--- src/rtl/ps2_keyboard.sv ---
// PS/2 set-2 keyboard receiver: frames scancodes, tracks modifiers, maps make codes to ASCII
// and queues them in a small FIFO drained one byte at a time toward the serial transmitter.
module ps2_keyboard #(
  parameter int unsigned CLK_HZ     = 25000000,
  parameter int unsigned TIMEOUT_US = 200,
  parameter int unsigned FIFO_DEPTH = 4
) (
  input  logic       clk25,
  input  logic       rst_n,
  input  logic       ps2c,
  input  logic       ps2d,
  input  logic       tx_busy,
  output logic       wr,
  output logic [7:0] char,
  output logic       frame_err,
  output logic       overflow
);

  localparam int unsigned TimeoutCycles = CLK_HZ / 1000000 * TIMEOUT_US;
  localparam int unsigned TmoW          = $clog2(TimeoutCycles + 1);
  localparam int unsigned PtrW          = $clog2(FIFO_DEPTH);
  localparam int unsigned CntW          = PtrW + 1;

  typedef enum logic [0:0] {StIdle, StShift} state_e;

  // Synchronizers
  logic ps2c_q1, ps2c_q2, ps2c_q3, ps2d_q1, ps2d_q2;
  logic fall;

  always_ff @(posedge clk25) begin
    if (!rst_n) begin
      {ps2c_q1, ps2c_q2, ps2c_q3} <= 3'b111;
      {ps2d_q1, ps2d_q2}          <= 2'b11;
    end else begin
      {ps2c_q1, ps2c_q2, ps2c_q3} <= {ps2c, ps2c_q1, ps2c_q2};
      {ps2d_q1, ps2d_q2}          <= {ps2d, ps2d_q1};
    end
  end

  assign fall = ps2c_q3 & ~ps2c_q2;

  // Frame FSM
  state_e          state_q, state_d;
  logic [3:0]      bit_cnt_q, bit_cnt_d;
  logic [7:0]      shreg_q, shreg_d;
  logic            par_q, par_d;
  logic [TmoW-1:0] tmo_q;
  logic            byte_valid_q, byte_valid_d;
  logic            frame_err_q, frame_err_d;
  logic            timed_out, frame_ok;

  assign timed_out = (state_q == StShift) && !fall && (tmo_q == TmoW'(TimeoutCycles));
  assign frame_ok  = ps2d_q2 && (^{shreg_q, par_q});

  always_ff @(posedge clk25) begin
    if (!rst_n) begin
      state_q      <= StIdle;
      bit_cnt_q    <= 4'd0;
      shreg_q      <= 8'h00;
      par_q        <= 1'b0;
      tmo_q        <= '0;
      byte_valid_q <= 1'b0;
      frame_err_q  <= 1'b0;
    end else begin
      state_q      <= state_d;
      bit_cnt_q    <= bit_cnt_d;
      shreg_q      <= shreg_d;
      par_q        <= par_d;
      byte_valid_q <= byte_valid_d;
      frame_err_q  <= frame_err_d;
      if (fall) begin
        tmo_q <= '0;
      end else if (tmo_q != TmoW'(TimeoutCycles)) begin
        tmo_q <= tmo_q + TmoW'(1);
      end
    end
  end

  always_comb begin
    state_d   = state_q;
    bit_cnt_d = bit_cnt_q;
    shreg_d   = shreg_q;
    par_d     = par_q;
    case (state_q)
      StIdle: begin
        if (fall && !ps2d_q2) begin
          state_d   = StShift;
          bit_cnt_d = 4'd1;
        end
      end
      StShift: begin
        if (fall) begin
          if (bit_cnt_q <= 4'd8) begin
            shreg_d = {ps2d_q2, shreg_q[7:1]};
          end else if (bit_cnt_q == 4'd9) begin
            par_d = ps2d_q2;
          end
          if (bit_cnt_q == 4'd10) begin
            state_d   = StIdle;
            bit_cnt_d = 4'd0;
          end else begin
            bit_cnt_d = bit_cnt_q + 4'd1;
          end
        end else if (timed_out) begin
          state_d   = StIdle;
          bit_cnt_d = 4'd0;
        end
      end
      default: state_d = StIdle;
    endcase
  end

  always_comb begin
    byte_valid_d = 1'b0;
    frame_err_d  = 1'b0;
    if (state_q == StIdle) begin
      frame_err_d = fall && ps2d_q2;
    end else if (fall && bit_cnt_q == 4'd10) begin
      byte_valid_d = frame_ok;
      frame_err_d  = !frame_ok;
    end else if (timed_out) begin
      frame_err_d = 1'b1;
    end
  end

  // Scancode lookup; shreg_q still holds the received byte while byte_valid_q is high
  logic [7:0] lut_plain, lut_shift, lut_char;
  logic       lut_letter;
  logic       brk_q, brk_d, ext_q, ext_d, lshift_q, lshift_d, rshift_q, rshift_d, ctrl_q, ctrl_d;
  logic       push_q, push_d;
  logic [7:0] push_data_q;

  always_comb begin
    lut_plain = 8'h00;
    lut_shift = 8'h00;
    case (shreg_q)
      8'h1C: lut_plain = "a";  8'h32: lut_plain = "b";  8'h21: lut_plain = "c";
      8'h23: lut_plain = "d";  8'h24: lut_plain = "e";  8'h2B: lut_plain = "f";
      8'h34: lut_plain = "g";  8'h33: lut_plain = "h";  8'h43: lut_plain = "i";
      8'h3B: lut_plain = "j";  8'h42: lut_plain = "k";  8'h4B: lut_plain = "l";
      8'h3A: lut_plain = "m";  8'h31: lut_plain = "n";  8'h44: lut_plain = "o";
      8'h4D: lut_plain = "p";  8'h15: lut_plain = "q";  8'h2D: lut_plain = "r";
      8'h1B: lut_plain = "s";  8'h2C: lut_plain = "t";  8'h3C: lut_plain = "u";
      8'h2A: lut_plain = "v";  8'h1D: lut_plain = "w";  8'h22: lut_plain = "x";
      8'h35: lut_plain = "y";  8'h1A: lut_plain = "z";
      8'h45: begin lut_plain = "0"; lut_shift = ")"; end
      8'h16: begin lut_plain = "1"; lut_shift = "!"; end
      8'h1E: begin lut_plain = "2"; lut_shift = "@"; end
      8'h26: begin lut_plain = "3"; lut_shift = "#"; end
      8'h25: begin lut_plain = "4"; lut_shift = "$"; end
      8'h2E: begin lut_plain = "5"; lut_shift = "%"; end
      8'h36: begin lut_plain = "6"; lut_shift = "^"; end
      8'h3D: begin lut_plain = "7"; lut_shift = "&"; end
      8'h3E: begin lut_plain = "8"; lut_shift = "*"; end
      8'h46: begin lut_plain = "9"; lut_shift = "("; end
      8'h29: begin lut_plain = 8'h20; lut_shift = 8'h20; end
      8'h5A: begin lut_plain = 8'h0D; lut_shift = 8'h0D; end
      8'h66: begin lut_plain = 8'h08; lut_shift = 8'h08; end
      8'h0D: begin lut_plain = 8'h09; lut_shift = 8'h09; end
      8'h76: begin lut_plain = 8'h1B; lut_shift = 8'h1B; end
      default: ;
    endcase
    lut_letter = (lut_plain >= 8'h61) && (lut_plain <= 8'h7A);
    if (lut_letter) begin
      lut_shift = lut_plain - 8'h20;
    end
    if (ctrl_q && lut_letter) begin
      lut_char = lut_plain & 8'h1F;
    end else if (lshift_q || rshift_q) begin
      lut_char = lut_shift;
    end else begin
      lut_char = lut_plain;
    end
  end

  always_comb begin
    brk_d    = brk_q;
    ext_d    = ext_q;
    lshift_d = lshift_q;
    rshift_d = rshift_q;
    ctrl_d   = ctrl_q;
    push_d   = 1'b0;
    if (byte_valid_q) begin
      if (shreg_q == 8'hF0) begin
        brk_d = 1'b1;
      end else if (shreg_q == 8'hE0) begin
        ext_d = 1'b1;
      end else begin
        brk_d = 1'b0;
        ext_d = 1'b0;
        if (!ext_q && shreg_q == 8'h12) begin
          lshift_d = !brk_q;
        end else if (!ext_q && shreg_q == 8'h59) begin
          rshift_d = !brk_q;
        end else if (shreg_q == 8'h14) begin
          ctrl_d = !brk_q;
        end else if (!brk_q && !ext_q && lut_char != 8'h00) begin
          push_d = 1'b1;
        end
      end
    end
  end

  always_ff @(posedge clk25) begin
    if (!rst_n) begin
      {brk_q, ext_q, lshift_q, rshift_q, ctrl_q} <= 5'b0;
      push_q      <= 1'b0;
      push_data_q <= 8'h00;
    end else begin
      {brk_q, ext_q, lshift_q, rshift_q, ctrl_q} <= {brk_d, ext_d, lshift_d, rshift_d, ctrl_d};
      push_q      <= push_d;
      push_data_q <= lut_char;
    end
  end

  // FIFO and output pacing
  logic [7:0]      mem_q [FIFO_DEPTH];
  logic [PtrW-1:0] wr_ptr_q, rd_ptr_q;
  logic [CntW-1:0] count_q;
  logic            wr_q, overflow_q, full, pop, push_ok;

  assign full    = (count_q == CntW'(FIFO_DEPTH));
  assign pop     = (count_q != '0) && !tx_busy && !wr_q;
  assign push_ok = push_q && (!full || pop);

  always_ff @(posedge clk25) begin
    if (push_ok) begin
      mem_q[wr_ptr_q] <= push_data_q;
    end
  end

  always_ff @(posedge clk25) begin
    if (!rst_n) begin
      wr_ptr_q   <= '0;
      rd_ptr_q   <= '0;
      count_q    <= '0;
      wr_q       <= 1'b0;
      overflow_q <= 1'b0;
    end else begin
      if (push_ok) wr_ptr_q <= wr_ptr_q + PtrW'(1);
      if (pop)     rd_ptr_q <= rd_ptr_q + PtrW'(1);
      case ({push_ok, pop})
        2'b10:   count_q <= count_q + CntW'(1);
        2'b01:   count_q <= count_q - CntW'(1);
        default: ;
      endcase
      wr_q       <= pop;
      overflow_q <= push_q && full && !pop;
    end
  end

  assign wr        = pop;
  assign char      = pop ? mem_q[rd_ptr_q] : 8'h00;
  assign frame_err = frame_err_q;
  assign overflow  = overflow_q;

endmodule
--- config.mk ---
export PLATFORM = sky130hd
export DESIGN_NAME = ps2_keyboard
export DESIGN_NICKNAME = d
export VERILOG_FILES = /design/src/rtl/ps2_keyboard.sv
export SDC_FILE = /design/constraint.sdc
export NUM_CORES = 1
export LEC_CHECK = 0
export BUFFER_PORTS_ARGS = -buffer_cell sky130_fd_sc_hd__buf_4
export CAP_MARGIN = 20
export CORE_MARGIN = 2
export CORE_UTILIZATION = 30
export CTS_CLUSTER_SIZE = 25
export DETAILED_ROUTE_END_ITERATION = 7
export GPL_ROUTABILITY_DRIVEN = 1
export SLEW_MARGIN = 20
export SYNTH_ARGS = -nofsm -noshare
export SYNTH_HDL_FRONTEND = slang
export SYNTH_SLANG_ARGS = --single-unit
--- constraint.sdc ---
create_clock -name clk25 -period 4.12 [get_ports clk25]
set_clock_uncertainty 0.15 [all_clocks]
set_input_delay 0.206 -clock clk25 [delete_from_list [all_inputs] [get_ports clk25]]
set_output_delay 0.206 -clock clk25 [all_outputs]
set_load 0.02 [all_outputs]
==> results.env <==
STATUS='complete, no violations'
LARGEST_FAMILY_OF_LOGIC_CELLS_BY_SYNTHESIZED_AREA='simple AND/OR/NAND/NOR gates'
WORST-ENDPOINT-ARRIVAL_NS=3.27
NETLIST_TOP_CELLS_COUNT='59 x dfxtp_1, 46 x nand2_1, 40 x nor2_1'
DRTANTENNAVIOLNETS=0
DIE_H_UM=131
SYNTH_LARGEST_AREA_CELL='dfxtp_1'
PLACEMENTROWS=46
FIRSTDRTPASSITERS=5
GLOBAL_ROUTER_S_OVERALL_RESOURCE_USAGE_PCT=13.1
SYNTH-MAIN-FF-CELL='dfxtp_1'
FMAX_MHz=317
CTS.CLK_SLEW.WORST_PATHS_NS=0.06
POSTCTS_RESIZE_CNT=0
LAYOUT_WORST_PATH_CYCLE_SHARE_PCT=76.6
POST_SYNTH_INSTANCE_AREA_UM2=4850
SYNTH_AREA_LEADERS='dfxtp_1 24%, edfxtp_1 20%, mux4_2 3.7%, nand2_1 3.6%, and2_1 3.1%'
FIRST_PASS_GRT_WIRE_LENGTH_UM=17600
GLOBALPLACE.CONGESTION=0.958
FINALMAXSLEWVIOLATIONS=0
SYNTH_MOST_COMMON_CELL='dfxtp_1'
INSERTION_DELAY_NS=0.34
CRIT_PATH_MAX_FANOUT=26
POST_DRT_VIA_CELL_RATIO=5.09
NUMBER_OF_NETS_IN_THE_FINISHED_DESIGN=517
MAPPEDNETLISTNETS=518
DRT_ITER0_DRC=337
CELLPOWERDENSITY_nW_PER_UM2=361
CAP_VIOLATIONS=0
HTREE_NUM_LEVELS=3
SEQUENTIAL_FRACTION_OF_THE_SYNTHESIS_AREA_PCT=44.2
CTS_HOLD_BUF=2
HPWLAFTERDP_UM=7520
FINAL_CORE_UTILIZATION_PCT=34.3
TRITONCTS.NUM_BUFFERS=9
SETUP.WORST_PATH.START_CLASS='flip-flop'
ANTENNA_FOUND_INITIAL=0
LAYOUT-DRIVE-GT1-SHARE_PCT=10.8
FLOORPLAN.INITIALDENSITY_PCT=30.6
POSTSYNTH.ASYNCRESETSHARE_PCT=0
WORST_IR_DROP_VDD_mV=0.256
PER_CELL_ROUTED_WIRE_LENGTH_UM=14.7
CLK_TREE_ROOT_CELL='clkbuf_16'
SYNTH_CELL_TYPE_COUNT=73
COUNT_OF_INSERTED_ANTENNA_DIODE_CELLS=0
PLACEMENT.IO_BUFFERS=15
WORST-SETUP-PATH-TYPE='flip-flop to flip-flop'
SYNTH_LARGEST_TYPE_AREA_FRACTION_PCT=24.4
DR_TOTAL_VIAS=3689
SYNTH_COMPOUND_GATE_AREA_SHARE_PCT=13.5
POWER_LEAKAGE_nW=1.86
FINAL.SETUP.TNS_NS=0
FINALHOLDVIOLATIONS=0
CP-END-KIND='flip-flop'
CLOCK_SINK_COUNT=91
YOSYS_REGISTER_BITS=91
DIE-WIDTH_UM=131
CTS.REPAIR_TIMING.SETUP_BUFFER_COUNT=0
SETUP_VIOLATIONS=0
OVERFLOW=0
WORST_EP_REQUIRED_TIME_NS=4.24
FIRST_GLOBAL_VIAS=3564
TRITONCTS='yes'
CLOCKBUFFERDEPTH=2
DRT_DRC_VIOLATIONS_LEFT=0
DIE_AREA_UM2=17200
WORST_SLEW_MARGIN_REL_PCT=37.1
HOLD_PATH.CLASS='primary input to flip-flop'
SYNTH.AVG_CELL_AREA_UM2=9.60
LAYOUT-AREA-OVERHEAD-VS-SYNTH_PCT=12.2
DRT_WL_TOTAL_UM=10700
YOSYS.AREA_SHARE.XOR_XNOR_PCT=4.16
UNREPAIRED_SETUP_ENDPOINTS_AFTER_GLOBAL_ROUTING='false'
FIN_CRIT_NS=3.15
BOUNDARYPINS=16
TIMING_WORST_SLEW_PIN_VALUE_NS=0.942
GRT_START_MAX_NET_PINS=46
CORE_AREA_UM2=15800
YOSYSWARNINGS=0
POSTSYNTHCELLCOUNT=505
POST_SYNTH_MUX_AREA_SHARE_PCT=5.19
SYNTH_ADDER_AREA_SHARE_PCT=2.22
SYNTH-SIMPLE-AREA-SHARE_PCT=25.9
SYNTH_EDF_COUNT=32
==> cell families after synthesis <==
| group | after synthesis |
|---|---|
| muxes | 15 |
| DFF | 91 |
| adders and majority gates | 8 |
| buffers and inverters | 51 |
| AOI/OAI and AO/OA | 99 |
| xor gates and xnor gates | 23 |
| and+or+nand+nor | 218 |
==> metrics by stage <==
stage                     cells  total power, mW  worst slack (ns)  hold WS (ns)  area, um^2
after detailed placement    707             1.10              1.02         0.246        5090
after floorplan             505             1.07              1.65         0.157        4850
after global placement      707             1.10              1.02         0.242        5090
after global routing        725             2.04             0.796         0.131        5440
final                       725             1.96             0.966         0.106        5440
after CTS                   725             2.00              1.00         0.112        5440
==> power breakdown <==
group	switching, mW	internal [mW]	total, mW
clock	0.342	0.540	0.881
sequential	0.0229	0.938	0.961
combinational	0.0602	0.0606	0.121
==> sequential cells by signal, indices dropped and copies added, names as in the netlist, 2 cells and up, named ones only <==
signal       count
wr_ptr_q         2
tmo_q           13
push_data_q      8
count_q          3
bit_cnt_q        4
shreg_q          8
rd_ptr_q         2
mem_q           32
==> metal layers <==
layer / wire, um / track usage [%]
met3: 595 / 3.57
met5: 0 / 0
met1: 4750 / 15.9
met4: 323 / 6.51
met2: 4990 / 21.5
==> cell type report <==
cell class	count	area, um^2
Fill cell	1620	10400
Multi-Input combinational cell	363	2470
Sequential cell	91	2140
Tap cell	216	270
Clock buffer	10	229
Timing Repair Buffer	20	155
Clock inverter	6	97.6
Inverter	19	71.3
==> worst max-delay path: stages (launching register included) <==
cell and delay [ns]:
dfxtp_1 0.94, nor4bb_1 0.13, o2111ai_1 0.30, o221ai_1 0.18
nor3b_2 0.43, inv_2 0.09, nor4_4 0.34, ha_1 0.28
nor2b_1 0.13, o22ai_1 0.11
==> cells in the final DEF (no fill, tap or decap), types with 3 or more instances in the layout <==
cell type / synthesis / final
o41ai_1: 3 / 3
mux2i_1: 6 / 6
nor3b_1: 3 / 3
nand2_1: 46 / 46
mux4_2: 8 / 8
nand2b_1: 15 / 15
and2_1: 24 / 24
nor4bb_1: 3 / 3
nor4_1: 3 / 3
o22ai_1: 4 / 4
clkbuf_16: 0 / 9
buf_4: 2 / 18
nand4_1: 8 / 8
ha_1: 7 / 7
nand3_1: 14 / 14
inv_1: 17 / 17
a21oi_1: 24 / 24
a211oi_1: 3 / 3
xor2_1: 7 / 7
o21ai_0: 23 / 23
nand3b_1: 3 / 3
nor2b_1: 16 / 16
or3_1: 7 / 7
nor3_1: 13 / 13
edfxtp_1: 32 / 32
nor2_1: 40 / 40
o31ai_1: 4 / 4
xnor2_1: 16 / 16
o21a_1: 4 / 4
nor4b_1: 5 / 5
dfxtp_1: 59 / 59
a21boi_0: 4 / 4
a31oi_1: 4 / 4
==> path summary, 6_finish.rpt <==
check        depth (start not counted)  slack (ns)       start        endpoint
min                                  2        0.11       rst_n         ps2d_q2
max                                  9        0.97  shreg_q[4]  push_data_q[6]
max reg2reg                          9        0.97  shreg_q[4]  push_data_q[6]
min reg2reg                          1        0.25     ps2d_q1         ps2d_q2
Note: power is estimated with default switching activity, not from simulation.
